<file path="src/rtl/sqrt_seq_if.sv">
// sqrt_seq_if: valid/ready request and response bundle for the sequential square-root unit.
// The producer/consumer side uses the master modport; the unit itself uses the slave modport.
interface sqrt_seq_if #(
    parameter int IN_W   = 8,
    parameter int FRAC_W = 12
) ();
    localparam int OUT_W = IN_W / 2 + FRAC_W;

    logic             in_valid;
    logic             in_ready;
    logic [IN_W-1:0]  in;
    logic             out_valid;
    logic             out_ready;
    logic [OUT_W-1:0] out;
    logic [OUT_W:0]   rem;
    logic             exact;

    modport master (
        output in_valid, in, out_ready,
        input  in_ready, out_valid, out, rem, exact
    );

    modport slave (
        input  in_valid, in, out_ready,
        output in_ready, out_valid, out, rem, exact
    );
endinterface

</file>
<file path="src/rtl/sqrt_seq.sv">
// sqrt_seq: sequential fixed-point square root, one result bit per clock (radix-2 digit recurrence).
// Result is unsigned Q(IN_W/2).(FRAC_W); rem/exact always describe the floor root.
// Optional feature macro: SQRT_ROUND_EN adds an RND state that rounds `out` to nearest (saturating).
module sqrt_seq #(
    parameter int IN_W   = 8,
    parameter int FRAC_W = 12
) (
    input  logic         clk,
    input  logic         rst_n,
    sqrt_seq_if.slave    bus
);
    localparam int OUT_W = IN_W / 2 + FRAC_W;
    localparam int DW    = 2 * OUT_W;          // scaled radicand width
    localparam int RW    = OUT_W + 2;          // partial remainder width
    localparam int CW    = $clog2(OUT_W + 1);  // iteration counter width

`ifdef SQRT_ROUND_EN
    typedef enum logic [1:0] {IDLE = 2'd0, CALC = 2'd1, RND = 2'd2, DONE = 2'd3} state_t;
`else
    typedef enum logic [1:0] {IDLE = 2'd0, CALC = 2'd1, DONE = 2'd3} state_t;
`endif

    state_t           state_q, state_d;
    logic [DW-1:0]    d_q, d_d;
    logic [OUT_W-1:0] q_q, q_d;
    logic [RW-1:0]    r_q, r_d;
    logic [CW-1:0]    cnt_q, cnt_d;
    logic [OUT_W-1:0] out_q, out_d;
    logic [OUT_W:0]   rem_q, rem_d;
    logic             exact_q, exact_d;

    logic [RW-1:0]    r_sh;
    logic [RW:0]      trial;

    // Next-state, datapath recurrence and result capture for every state.
    always_comb begin
        state_d = state_q;
        d_d     = d_q;
        q_d     = q_q;
        r_d     = r_q;
        cnt_d   = cnt_q;
        out_d   = out_q;
        rem_d   = rem_q;
        exact_d = exact_q;
        // Remainder shifted left by 2 with the next two radicand MSBs appended; the trial
        // subtraction carries one extra bit so its MSB acts as the sign.
        r_sh    = RW'({r_q, d_q[DW-1 -: 2]});
        trial   = {1'b0, r_sh} - {1'b0, q_q, 2'b01};

        case (state_q)
            IDLE: begin
                if (bus.in_valid) begin
                    d_d     = DW'(bus.in) << (2 * FRAC_W);
                    q_d     = '0;
                    r_d     = '0;
                    cnt_d   = CW'(OUT_W - 1);
                    state_d = CALC;
                end
            end
            CALC: begin
                d_d = d_q << 2;
                if (!trial[RW]) begin
                    r_d = trial[RW-1:0];
                    q_d = (q_q << 1) | OUT_W'(1);
                end else begin
                    r_d = r_sh;
                    q_d = q_q << 1;
                end
                if (cnt_q == '0) begin
                    out_d   = q_d;
                    rem_d   = r_d[OUT_W:0];
                    exact_d = (r_d == '0);
`ifdef SQRT_ROUND_EN
                    state_d = RND;
`else
                    state_d = DONE;
`endif
                end else begin
                    cnt_d = cnt_q - 1'b1;
                end
            end
`ifdef SQRT_ROUND_EN
            RND: begin
                // Round up when R > q, i.e. the true root lies above q + 0.5; never wrap.
                if ((rem_q > {1'b0, out_q}) && !(&out_q)) begin
                    out_d = out_q + 1'b1;
                end
                state_d = DONE;
            end
`endif
            DONE: begin
                if (bus.out_ready) begin
                    state_d = IDLE;
                end
            end
            default: state_d = IDLE;
        endcase
    end

    // State and datapath registers; reset aborts any operation and clears the outputs.
    always_ff @(posedge clk or negedge rst_n) begin
        if (!rst_n) begin
            state_q <= IDLE;
            d_q     <= '0;
            q_q     <= '0;
            r_q     <= '0;
            cnt_q   <= '0;
            out_q   <= '0;
            rem_q   <= '0;
            exact_q <= 1'b0;
        end else begin
            state_q <= state_d;
            d_q     <= d_d;
            q_q     <= q_d;
            r_q     <= r_d;
            cnt_q   <= cnt_d;
            out_q   <= out_d;
            rem_q   <= rem_d;
            exact_q <= exact_d;
        end
    end

    assign bus.in_ready  = (state_q == IDLE);
    assign bus.out_valid = (state_q == DONE);
    assign bus.out       = out_q;
    assign bus.rem       = rem_q;
    assign bus.exact     = exact_q;
endmodule

</file>
<file path="src/flat_wrapper.sv">
// flat-port wrapper written by rule: the top's interface ports become plain ports
module sqrt_seq_flat 
#(
    parameter int IN_W   = 8,
    parameter int FRAC_W = 12
)
  (clk, rst_n, bus_in_valid, bus_in, bus_out_ready, bus_in_ready, bus_out_valid, bus_out, bus_rem, bus_exact);
  sqrt_seq_if #(.IN_W(IN_W), .FRAC_W(FRAC_W)) bus_i ();
  input  logic clk;
  input  logic rst_n;
  input wire logic [$bits(bus_i.in_valid)-1:0] bus_in_valid;
  input wire logic [$bits(bus_i.in)-1:0] bus_in;
  input wire logic [$bits(bus_i.out_ready)-1:0] bus_out_ready;
  output wire logic [$bits(bus_i.in_ready)-1:0] bus_in_ready;
  output wire logic [$bits(bus_i.out_valid)-1:0] bus_out_valid;
  output wire logic [$bits(bus_i.out)-1:0] bus_out;
  output wire logic [$bits(bus_i.rem)-1:0] bus_rem;
  output wire logic [$bits(bus_i.exact)-1:0] bus_exact;
  assign bus_i.in_valid = bus_in_valid;
  assign bus_i.in = bus_in;
  assign bus_i.out_ready = bus_out_ready;
  assign bus_in_ready = bus_i.in_ready;
  assign bus_out_valid = bus_i.out_valid;
  assign bus_out = bus_i.out;
  assign bus_rem = bus_i.rem;
  assign bus_exact = bus_i.exact;
  sqrt_seq #(.IN_W(IN_W), .FRAC_W(FRAC_W)) u_core (.clk(clk), .rst_n(rst_n), .bus(bus_i));
endmodule
</file>
<file path="config.mk">
export PLATFORM = sky130hd
export DESIGN_NAME = sqrt_seq_flat
export DESIGN_NICKNAME = d
export VERILOG_FILES = /design/src/rtl/sqrt_seq_if.sv /design/src/rtl/sqrt_seq.sv /design/src/flat_wrapper.sv
export SDC_FILE = /design/constraint.sdc
export NUM_CORES = 1
export LEC_CHECK = 0
export ABC_AREA = 1
export BUFFER_PORTS_ARGS = -buffer_cell sky130_fd_sc_hd__buf_2
export CAP_MARGIN = 20
export CORE_ASPECT_RATIO = 0.75
export CORE_MARGIN = 5
export CORE_UTILIZATION = 38
export DETAILED_ROUTE_END_ITERATION = 10
export REMOVE_ABC_BUFFERS = 1
export SKIP_LAST_GASP = 1
export SYNTH_ARGS = -nofsm -noshare
export SYNTH_HDL_FRONTEND = slang
export SYNTH_SLANG_ARGS = --single-unit
</file>
<file path="constraint.sdc">
create_clock -name clk -period 1.9 [get_ports clk]
set_clock_uncertainty 0.1 [all_clocks]
set_input_delay 0.19 -clock clk [delete_from_list [all_inputs] [get_ports clk]]
set_output_delay 0.19 -clock clk [all_outputs]
set_load 0.01 [all_outputs]
</file>
# Yosys cells after proc, flatten, opt, wreduce, memory -nomap -nowiden
# Index checks and enable logic that the tools add are counted.
# W data, S select, Z words.
[word_totals]
ff_bits = 105
input_bits = 12
out_inout_bits = 36
wordCells = 40
[op_classes]
addsub = 2
eq_ne = 6
muxes = 16
n_reduce_logical = 8
[ops]
columns = ["op", "n"]
rows = [
  ["$pmux W16 S2", 2],
  ["$pmux W32 S2", 1],
  ["$mux W18", 2],
  ["$mux W16", 2],
  ["$mux W32", 1],
  ["$sub A18 B18 Y19", 1],
  ["$logic_not A18 Y1", 1],
  ["$mux W5", 2],
  ["$pmux W5 S2", 1],
  ["$mux W2", 3],
  ["$ne A2 B2 Y1 const B", 3],
  ["$pmux W2 S3", 1],
  ["$reduce_and A3 Y1", 2],
  ["$logic_not A5 Y1", 1],
  ["$sub A5 B1 Y5 const B", 1],
  ["$reduce_and A2 Y1", 2],
  ["$eq A2 B1 Y1 const B", 1],
  ["$eq A2 B2 Y1 const B", 1],
  ["$logic_not A2 Y1", 1],
  ["$ne A2 B1 Y1 const B", 1],
  ["$reduce_bool A2 Y1", 1],
  ["$mux W1", 1],
]

# Depth between registers and ports, before layout
# Gate-level depths: netlist of run 1.
[logic_depth]
ltp_word = 4
depth_mapped = 18
ltp_nobuf = 17

# Least setup slack after synthesis of run 1
# No wires, ideal clock.
[synth_timing]
path_type = "register -> register"
startpoint = "register u_core.r_q[11]"
endpoint = "register u_core.exact_q (netlist: u_core.bus.exact)"
setup_ps = 117
t_arrival_ps = 1870
required_time_ps = 1683
setup_slack_ps = -187
stages_incl_launch_ff = 15
path_buffers = 1
synth_period_minus_slack_ps = 2087
path_cell_list = "dfrtp_1 ha_1 nand2_2 inv_2 nand2_1 nand2_2 a21oi_4 buf_2 nand3_1 nand2_1 nor2_1 nand2_1 nor2_1 nand3_1 nand2_1"
[synth_via]
elab_chain_cells = 4
[synth_rtl]
columns = ["item", "line", "source"]
rows = [
  ["from (decl)", "sqrt_seq.sv:26", "logic [RW-1:0] r_q, r_d;"],
  ["from (signal assigned)", "sqrt_seq.sv:115", "r_q <= r_d;"],
  ["$sub A18 B18 Y19", "sqrt_seq.sv:48", "trial = {1'b0, r_sh} - {1'b0, q_q, 2'b01};"],
  ["$mux W18 *", "sqrt_seq.sv:62", "if (!trial[RW]) begin"],
  ["$mux W18 *", "sqrt_seq.sv:50", "case (state_q)"],
  ["$logic_not A18 Y1 *", "sqrt_seq.sv:72", "exact_d = (r_d == '0);"],
  ["to (signal assigned)", "sqrt_seq.sv:119", "exact_q <= exact_d;"],
  ["to (decl)", "sqrt_seq.sv:30", "logic exact_q, exact_d;"],
]
# Every way passes the cells marked *; elsewhere a longest branch is shown, timed or not. The select of a mux whose other input is x is not followed.
# A chain may end at the register's enable or synchronous reset.

# Worst setup path after layout of run 1
[layout_timing]
startpoint = "register u_core.r_q[13]"
endpoint = "register u_core.exact_q (netlist: u_core.bus.exact)"
# The elaborated chain is that of the path after synthesis.

==> flow_summary.ini, run 1 <==
[synth]
async_flop_share = 1.00
synth-edff-count = 0
synth_ff_type = dfrtp_1
synthMostInstantiatedCell = nand2_1
synth_top_area_frac = 0.438
synth_area_leader_cell = dfrtp_1
ys_warn_count = 0
synthMuxAreaShare = 0
synth_commonest_cells = nand2_1 (192), inv_1 (100), dfrtp_1 (81)
yosys.area_share.simple = 0.271
synth_xor_area_frac = 0.0114
synth_compound_area_frac = 0.121
netlist_instances = 623
ys_types = 34
syn_area_um2 = 4630
yosys_register_bits = 81
synthAdderAreaFrac = 0.0514
yosysSeqAreaShare = 0.438
synth_area_leaders = dfrtp_1 (44%), nand2_1 (16%), inv_1 (8.1%)
avgSynthCellArea_um2 = 7.43
synth_top_family_by_area = simple AND/OR/NAND/NOR gates

[hold_path]
hold_path.startpoint = bus_in[6]
worst_hold_path.endpoint = u_core.d_q[30]
holdPathStages = 3
hold_path.class = in -> reg

[clock_network]
cts_tree = yes
cts_sinks = 81
clk_path_buf_depth = 2
clock_latency_ps = 340
cts.clk_slew.worst_paths_ps = 60
htreeDepth = 3
cts_made_buffers = 9
cts_root_buf = clkbuf_16

[detailed_routing]
top_layer = met4
dr_wl_met2_mm = 6.31
num_vias = 4632
wl_per_cell_um = 14.5
vias_per_cell = 4.77
ant_nets = 0
drt-met1-wl_mm = 6.79
wl_met3_um = 731
drtIter0Drc = 255
totalWireLength_mm = 14.1
drc = 0
drt-pass1-iter-count = 5

[timing]
setup_ws_ps = -359
setup_viol = 36
timing.fmax_mhz = 443
rsz0062_at_grt = yes
finalCritPeriodShare = 1.19
slew_headroom = 0.552
worstMarginPinSlew_ps = 671
hold_viol = 0
finalMaxSlewViolations = 0
hold_ws_ps = 4.71
finalCriticalPeriod_ps = 2260

[worst_setup_path]
rrSetupSlack_ps = -360
worst_ep_arrival_time_ps = 2440
worstRegToRegCells = 14
cp-end-kind = flop
worstPathRequired_ps = 2080
path_max_fanout = 5
crit_type = reg -> reg
rr_startpoint = u_core.r_q[13]
critPathLaunchType = flop
reg2reg_to = u_core.bus.exact

[flow_run]
maxCapViolations = 0

[floorplanning]
start_util = 0.394
design.core.area_um2 = 11700
dieHeight_um = 106
chipWidth_um = 137
die-area_um2 = 14500
rows = 34
ioPinCount = 48

[global_routing]
antenna_found_initial = 0
first_global_vias = 4572
overflow = 0
grt_max_degree = 43
grt_pass1_wl_mm = 23.1
grt_usage = 0.201

[outcome]
violations = setup timing
status = finished, violations left

[layout]
diodes = 0
multi_input_area_um2 = 2740
drive_above_1_share = 0.451
synthToLayoutAreaGrowth_pct = 53.4
fillCellCount = 1083
seqCellArea_um2 = 2030
fin_nets = 835

[placement]
place_hpwl_mm = 10.1
gp_congestion = 0.923
io_buffers = 47
==> state kept, by name, indices dropped and copies added (netlist names) <==
signal and count:
u_core.d_q 8, u_core.bus.out 16, u_core.r_q 16, u_core.state_q 2
u_core.q_q 16, u_core.bus.rem 17, u_core.bus.exact 1, u_core.cnt_q 5
==> worst max-delay path by stage <==
stage	slack (ps)	start	depth (start not counted)	to
CTS	-340	u_core.q_q[9]	17	u_core.bus.exact
global placement	-640	u_core.r_q[11]	14	u_core.bus.exact
detailed placement	-570	u_core.r_q[11]	14	u_core.bus.exact
floorplan	-880	u_core.state_q[1]	6	u_core.r_q[0]
finish	-360	u_core.r_q[13]	14	u_core.bus.exact
global route	-460	u_core.r_q[1]	18	u_core.bus.exact
==> logic make-up (layout without fill, tap and decap cells) <==
logic type               Yosys count  after routing
adder cells (fa/ha/maj)           19             19
AO/OA/AOI/OAI                    100            100
AND/OR/NAND/NOR                  292            292
flip-flops                        81             81
buffers and inverters            125            311
XOR/XNOR                           6              6
==> area by class of cell <==
type / instances / area share
inverter: 106 / 0.0571
clock inverter: 6 / 0.00617
tap: 162 / 0.0286
sequential: 81 / 0.286
multi-input combinational: 417 / 0.385
timing repair buffer: 189 / 0.204
clock buffer: 10 / 0.0337
==> stage by stage <==
| stage | setup TNS (ps) | setup WS, ps | instances | area [um^2] | util |
|---|---|---|---|---|---|
| floorplan | -53450 | -878 | 604 | 4530 | - |
| global placement | -13570 | -639 | 927 | 5840 | 0.497 |
| detailed placement | -13650 | -573 | 927 | 5840 | 0.497 |
| CTS | -7370 | -345 | 969 | 6740 | 0.574 |
| global route | -10280 | -462 | 971 | 7100 | 0.605 |
| finish | -7250 | -359 | 971 | 7100 | 0.605 |
==> timing repair <==
item                       in CTS  in global routing
cloned                          1                  0
setup endpoints to repair      36                 37
resized for setup              95                120
buffers inserted               20                  8
pin swaps                      37                 30
hold buffers                    5                  0
hold endpoints to repair       62                  0
==> routing by layer <==
metal | GRT usage | vias up
met5 | 0 | -
met4 | 0.0548 | 0
met3 | 0.0400 | 16
met2 | 0.301 | 113
met1 | 0.295 | 2176
li1 | - | 2327
==> layout by cell type, fill, tap and decap left out, types with 4 or more instances in the layout <==
master         instances
dfrtp_1               81
o21ai_1                6
nor2_2                 7
buf_4                117
nand2_2               51
buf_2                 46
clkbuf_16              9
nand2_1              137
nor2_1                20
nand4_1                4
a21oi_1                6
inv_1                 69
buf_6                 15
dlygate4sd3_1          5
ha_1                   4
nand3_4                4
o22ai_1               17
ha_4                  15
a21oi_2                4
o211ai_1               6
nor2_4                 7
o21ai_0               43
inv_2                 32
nand3_2                6
o21ai_2               10
nand2_4               15
nand3_1               34
==> worst max-delay path: stages, from the launching register on <==
cell and delay, ps:
dfrtp_1 430, ha_4 280, a21oi_4 160, o21ai_1 100, a21oi_4 250, nand2_8 120, buf_8 160, buf_6 110
nand3_2 50, nand2_2 50, inv_2 60, nand3_1 70, nor2_2 90, nand3_1 90, nand2_1 60
Power of run 1 is left out: the tool's default activity adds up to more than one toggle a clock period on the data nets, which glitch-free logic cannot reach.
==> run 2, diff against run 1 <==
==> constraint.sdc (replaced) <==
create_clock -name clk -period 1.9 [get_ports clk]
set_clock_uncertainty 0.1 [all_clocks]
set_input_delay 0 -clock clk [delete_from_list [all_inputs] [get_ports clk]]
set_output_delay 0 -clock clk [all_outputs]
set_load 0.01 [all_outputs]
==> run 2 against run 1 <==
Net effect: sequential share of layout area is 0.96 points higher; final cell count rose by 0.10%; clock-buffer cell count increased by 2; utilization decreased by 2.0 points; non-clock buffer count decreased by 1; via count down 0.50%; the flow still finishes with violations (setup timing); final area shrank 3.2%; fmax fell by 1.8%.
==> flow_summary.ini, run 2 (synthesis results as in run 1) <==
[global_routing]
overflow = 0
antenna_found_initial = 1
first_global_vias = 4790
grt_usage = 0.210
grt_pass1_wl_mm = 24.1
grt_max_degree = 54

[worst_setup_path]
cp-end-kind = flop
crit_path_top_delay_cell = dfrtp_1
slowest_delay_ps = 420
rr_startpoint = u_core.r_q[5]
worst_ep_arrival_time_ps = 2480
worstPathRequired_ps = 2080
path_max_fanout = 8
critPathLaunchType = flop
crit_type = reg -> reg
crit_path_start = u_core.r_q[5]
cp_cell_sequence = ha_4 -> nand2_4 -> nor2_4 -> nand3_2 -> nand3_4 -> nand2_8 -> nand2_8 -> buf_8 -> buf_6 -> nand3_2 -> nand2_2 -> nand3_1 -> nor2_2 -> nand3_1 -> nand2_1

[layout]
final_cell_mix = nand2_1 (168), buf_4 (119), inv_1 (87)
drive_above_1_share = 0.363
synthToLayoutAreaGrowth_pct = 48.4
final_common_cell = nand2_1
final_core_util = 0.585
fin_nets = 835
fillCellCount = 1108
largest_reg_flops = 17

[timing]
finalCriticalPeriod_ps = 2300
worstMarginPinSlew_ps = 696
setup_viol = 36
setup_ws_ps = -400
finalCritPeriodShare = 1.21
rsz0062_at_grt = yes
hold_viol = 0
finalMaxSlewViolations = 0
timing.fmax_mhz = 435
slew_headroom = 0.536

[clock_network]
cts_sinks = 81
clk_path_buf_depth = 2
cts_root_buf = clkbuf_16
clock_latency_ps = 340
cts_made_buffers = 9
cts.clk_slew.worst_paths_ps = 60
cts_tree = yes
htreeDepth = 3

[floorplanning]
die-area_um2 = 14500
start_util = 0.394
ioPinCount = 48
design.core.area_um2 = 11700
chipWidth_um = 137
dieHeight_um = 106
rows = 34

[detailed_routing]
ant_nets = 0
drtIter0Drc = 219
vias_per_cell = 4.74
drc = 0
drt-pass1-iter-count = 4
wl_per_cell_um = 14.7
totalWireLength_mm = 14.3
num_vias = 4609

[outcome]
violations = setup timing
status = finished, violations left

[placement]
place_hpwl_mm = 9.99
io_buffers = 47
gp_congestion = 0.927

[hold_path]
hold_path.class = in -> async

[flow_run]
maxCapViolations = 0
run 2: per-layer routing:
layer | track usage | up-vias | share of wire
li1 | - | 2337 | -
met1 | 0.299 | 2156 | 0.49
met2 | 0.324 | 101 | 0.44
met3 | 0.0457 | 15 | 0.051
met4 | 0.0527 | 0 | 0.014
met5 | 0 | - | 0
run 2: worst paths after layout:
kind                                 endpoint  cells past startpoint  slack (ps)
max reg2reg                  u_core.bus.exact                     15        -400
max in group asynchronous  u_core.bus.rem[16]                      3         990
min in group clk               u_core.d_q[25]                      4         310
min                             u_core.r_q[8]                      2          90
max                          u_core.bus.exact                     15        -400
min reg2reg                u_core.bus.out[10]                      2         380
run 2: area by class of cell:
type	instances	area (um^2)	area share
clock inverters	4	75.1	0.0109
repair buffers	188	1400	0.204
clock buffers	12	256	0.0373
diodes	1	2.50	0.000364
inverters	106	398	0.0579
well taps	162	203	0.0295
multi-input cells	418	2500	0.365
flip-flops and latches	81	2030	0.295
run 2: stage by stage:
stage | hold WS, ps | setup slack [ps] | cell area [um^2] | setup TNS (ps) | cells
floorplan | -396 | -878 | 4530 | -53450 | 604
global placement | -92.8 | -543 | 5800 | -11860 | 920
detailed placement | -80.3 | -552 | 5800 | -12350 | 920
CTS | 103 | -363 | 6780 | -7380 | 968
global route | 128 | -551 | 6870 | -13200 | 972
finish | 85.9 | -400 | 6870 | -8210 | 972
run 2: worst max-delay path: cells and delay by family (launching register included):
| family | cells | cell delay [ps] |
|---|---|---|
| adder cells (fa/ha/maj) | 1 | 310 |
| buffers and inverters | 2 | 240 |
| flip-flops | 1 | 420 |
| AND/OR/NAND/NOR | 12 | 1150 |
run 2: timing repair:
action,4_1_cts,5_1_grt
resized for setup,84,20
hold endpoints to repair,91,0
gates cloned,1,0
pin swaps,37,6
buffers inserted,23,3
setup endpoints to repair,36,37
hold buffers,11,0
Power of run 2 is left out for the same reason.
==> run 3, diff against run 2 <==
--- a/config.mk
+++ b/config.mk
@@ -7,8 +7,6 @@
 export LEC_CHECK = 0
 export ABC_AREA = 1
 export BUFFER_PORTS_ARGS = -buffer_cell sky130_fd_sc_hd__buf_2
-export CAP_MARGIN = 20
-export CORE_ASPECT_RATIO = 0.75
 export CORE_MARGIN = 5
 export CORE_UTILIZATION = 38
 export DETAILED_ROUTE_END_ITERATION = 10
==> run 3 against run 2 <==
Net effect: the run still ends with setup timing left; global-route usage shrank 0.37 points; worst hold slack lost 2.7 ps; utilization grew 1.3 points; wire length shrank 1.1%; via count grew 0.63%; non-clock buffer count shrank 3; final area grew 4.2%; sequential share of layout area shrank 1.2 points; critical path depth shrank 1; first-iteration DRC count shrank 29%; die area shrank 0.16%; largest cell class unchanged; clock-buffer cell count grew 1; critical endpoint unchanged.
==> flow_summary.ini, run 3 (synthesis results as in run 1) <==
[outcome]
status = finished, violations left
violations = setup timing

[layout]
synthToLayoutAreaGrowth_pct = 54.7
diodes = 0
final_core_util = 0.598
seqCellArea_um2 = 2030
multi_input_area_um2 = 2780
drive_above_1_share = 0.450
final_cell_mix = nand2_1 (135), buf_4 (102), dfrtp_1 (81)
final_common_cell = nand2_1
fin_nets = 834
fillCellCount = 1064
largest_reg_flops = 17

[clock_network]
cts_root_buf = clkbuf_16
clock_latency_ps = 350
htreeDepth = 3
clk_path_buf_depth = 2
cts_tree = yes
cts_made_buffers = 9
cts_sinks = 81
cts.clk_slew.worst_paths_ps = 60

[hold_path]
hold_path.class = in -> async

[placement]
gp_congestion = 0.899
place_hpwl_mm = 9.73
io_buffers = 47

[detailed_routing]
num_vias = 4638
totalWireLength_mm = 14.2
ant_nets = 0
wl_per_cell_um = 14.8
drc = 0
drt-pass1-iter-count = 4
vias_per_cell = 4.86
drtIter0Drc = 156

[global_routing]
grt_usage = 0.206
grt_max_degree = 39
overflow = 0
antenna_found_initial = 0
first_global_vias = 4655
grt_pass1_wl_mm = 23.5

[worst_setup_path]
cp_top_family = simple AND/OR/NAND/NOR gates
crit_type = reg -> reg
rr_startpoint = u_core.r_q[5]
worst_ep_arrival_time_ps = 2420
path_max_fanout = 8
worstPathRequired_ps = 2090
crit_path_start = u_core.r_q[5]
cp.buffers_inverters = 1
critPathLaunchType = flop
crit_path_top_delay_cell = dfrtp_1
cp-end-kind = flop
cp_cell_sequence = ha_4 -> nand2_4 -> nor2_4 -> nand3_4 -> nand3_4 -> nand2_8 -> buf_12 -> nand3_1 -> nand2_2 -> nor2_2 -> nand2_1 -> nor2_2 -> nand3_1 -> nand2_1
slowest_delay_ps = 400

[timing]
finalCriticalPeriod_ps = 2230
rsz0062_at_grt = yes
finalMaxSlewViolations = 0
timing.fmax_mhz = 449
finalCritPeriodShare = 1.17
slew_headroom = 0.611
setup_viol = 36
hold_viol = 0
worstMarginPinSlew_ps = 581
setup_ws_ps = -327

[floorplanning]
dieHeight_um = 120
die-area_um2 = 14500
start_util = 0.387
rows = 40
chipWidth_um = 120
ioPinCount = 48
design.core.area_um2 = 12000

[flow_run]
maxCapViolations = 0
==> run 3: changes by cell type in the layout (fill, tap and decap cells not counted), sizes merged, moves of 2 or more <==
cell    before  now
bufinv       2    0
clkinv       2    4
nand2      205  207
buf        177  173
==> run 3: layer usage <==
metal | vias up | global-route usage | part of all wire
met5 | - | 0 | 0
met4 | 0 | 0.0616 | 0.016
met3 | 22 | 0.0468 | 0.044
met2 | 88 | 0.349 | 0.49
met1 | 2176 | 0.264 | 0.45
li1 | 2352 | - | -
==> run 3: layout make-up <==
type / instances / area share
multi-input cells: 420 / 0.388
repair buffers: 185 / 0.205
clock inverters: 3 / 0.00210
well taps: 147 / 0.0257
clock buffers: 13 / 0.0364
inverters: 106 / 0.0589
flip-flops and latches: 81 / 0.283
==> run 3: repair_timing <==
item / in CTS / in global routing
endpoints found under the hold margin: 93 / 0
endpoints found under the setup margin: 36 / 38
setup buffers: 22 / 19
gates resized for setup: 151 / 80
pin swaps: 31 / 29
gates cloned: 5 / 0
hold buffers: 12 / 0
==> run 3: final timing paths <==
check / endpoint / slack [ps] / cells after the start
setup / recovery: u_core.bus.exact / -330 / 14
hold / removal: u_core.bus.out[6] / 80 / 3
setup reg to reg: u_core.bus.exact / -330 / 14
hold reg to reg: u_core.cnt_q[0] / 370 / 1
max in group asynchronous: u_core.bus.rem[2] / 620 / 3
min in group clk: u_core.d_q[25] / 300 / 4
==> run 3: through the flow <==
step	TNS [ps]	setup slack (ps)	hold slack, ps	instance area, um^2	cells
global placement	-9740	-453	-237	5650	888
detailed placement	-10450	-462	-230	5650	888
floorplan	-53450	-878	-396	4530	604
finish	-5750	-327	83.2	7160	955
global route	-8940	-425	107	7160	955
CTS	-4450	-325	86.0	6790	940
==> run 3: worst min-delay path: stages <==
cell and delay [ps]:
dlygate4sd3_1 530, buf_4 150, buf_12 220
Power of run 3 is left out for the same reason.
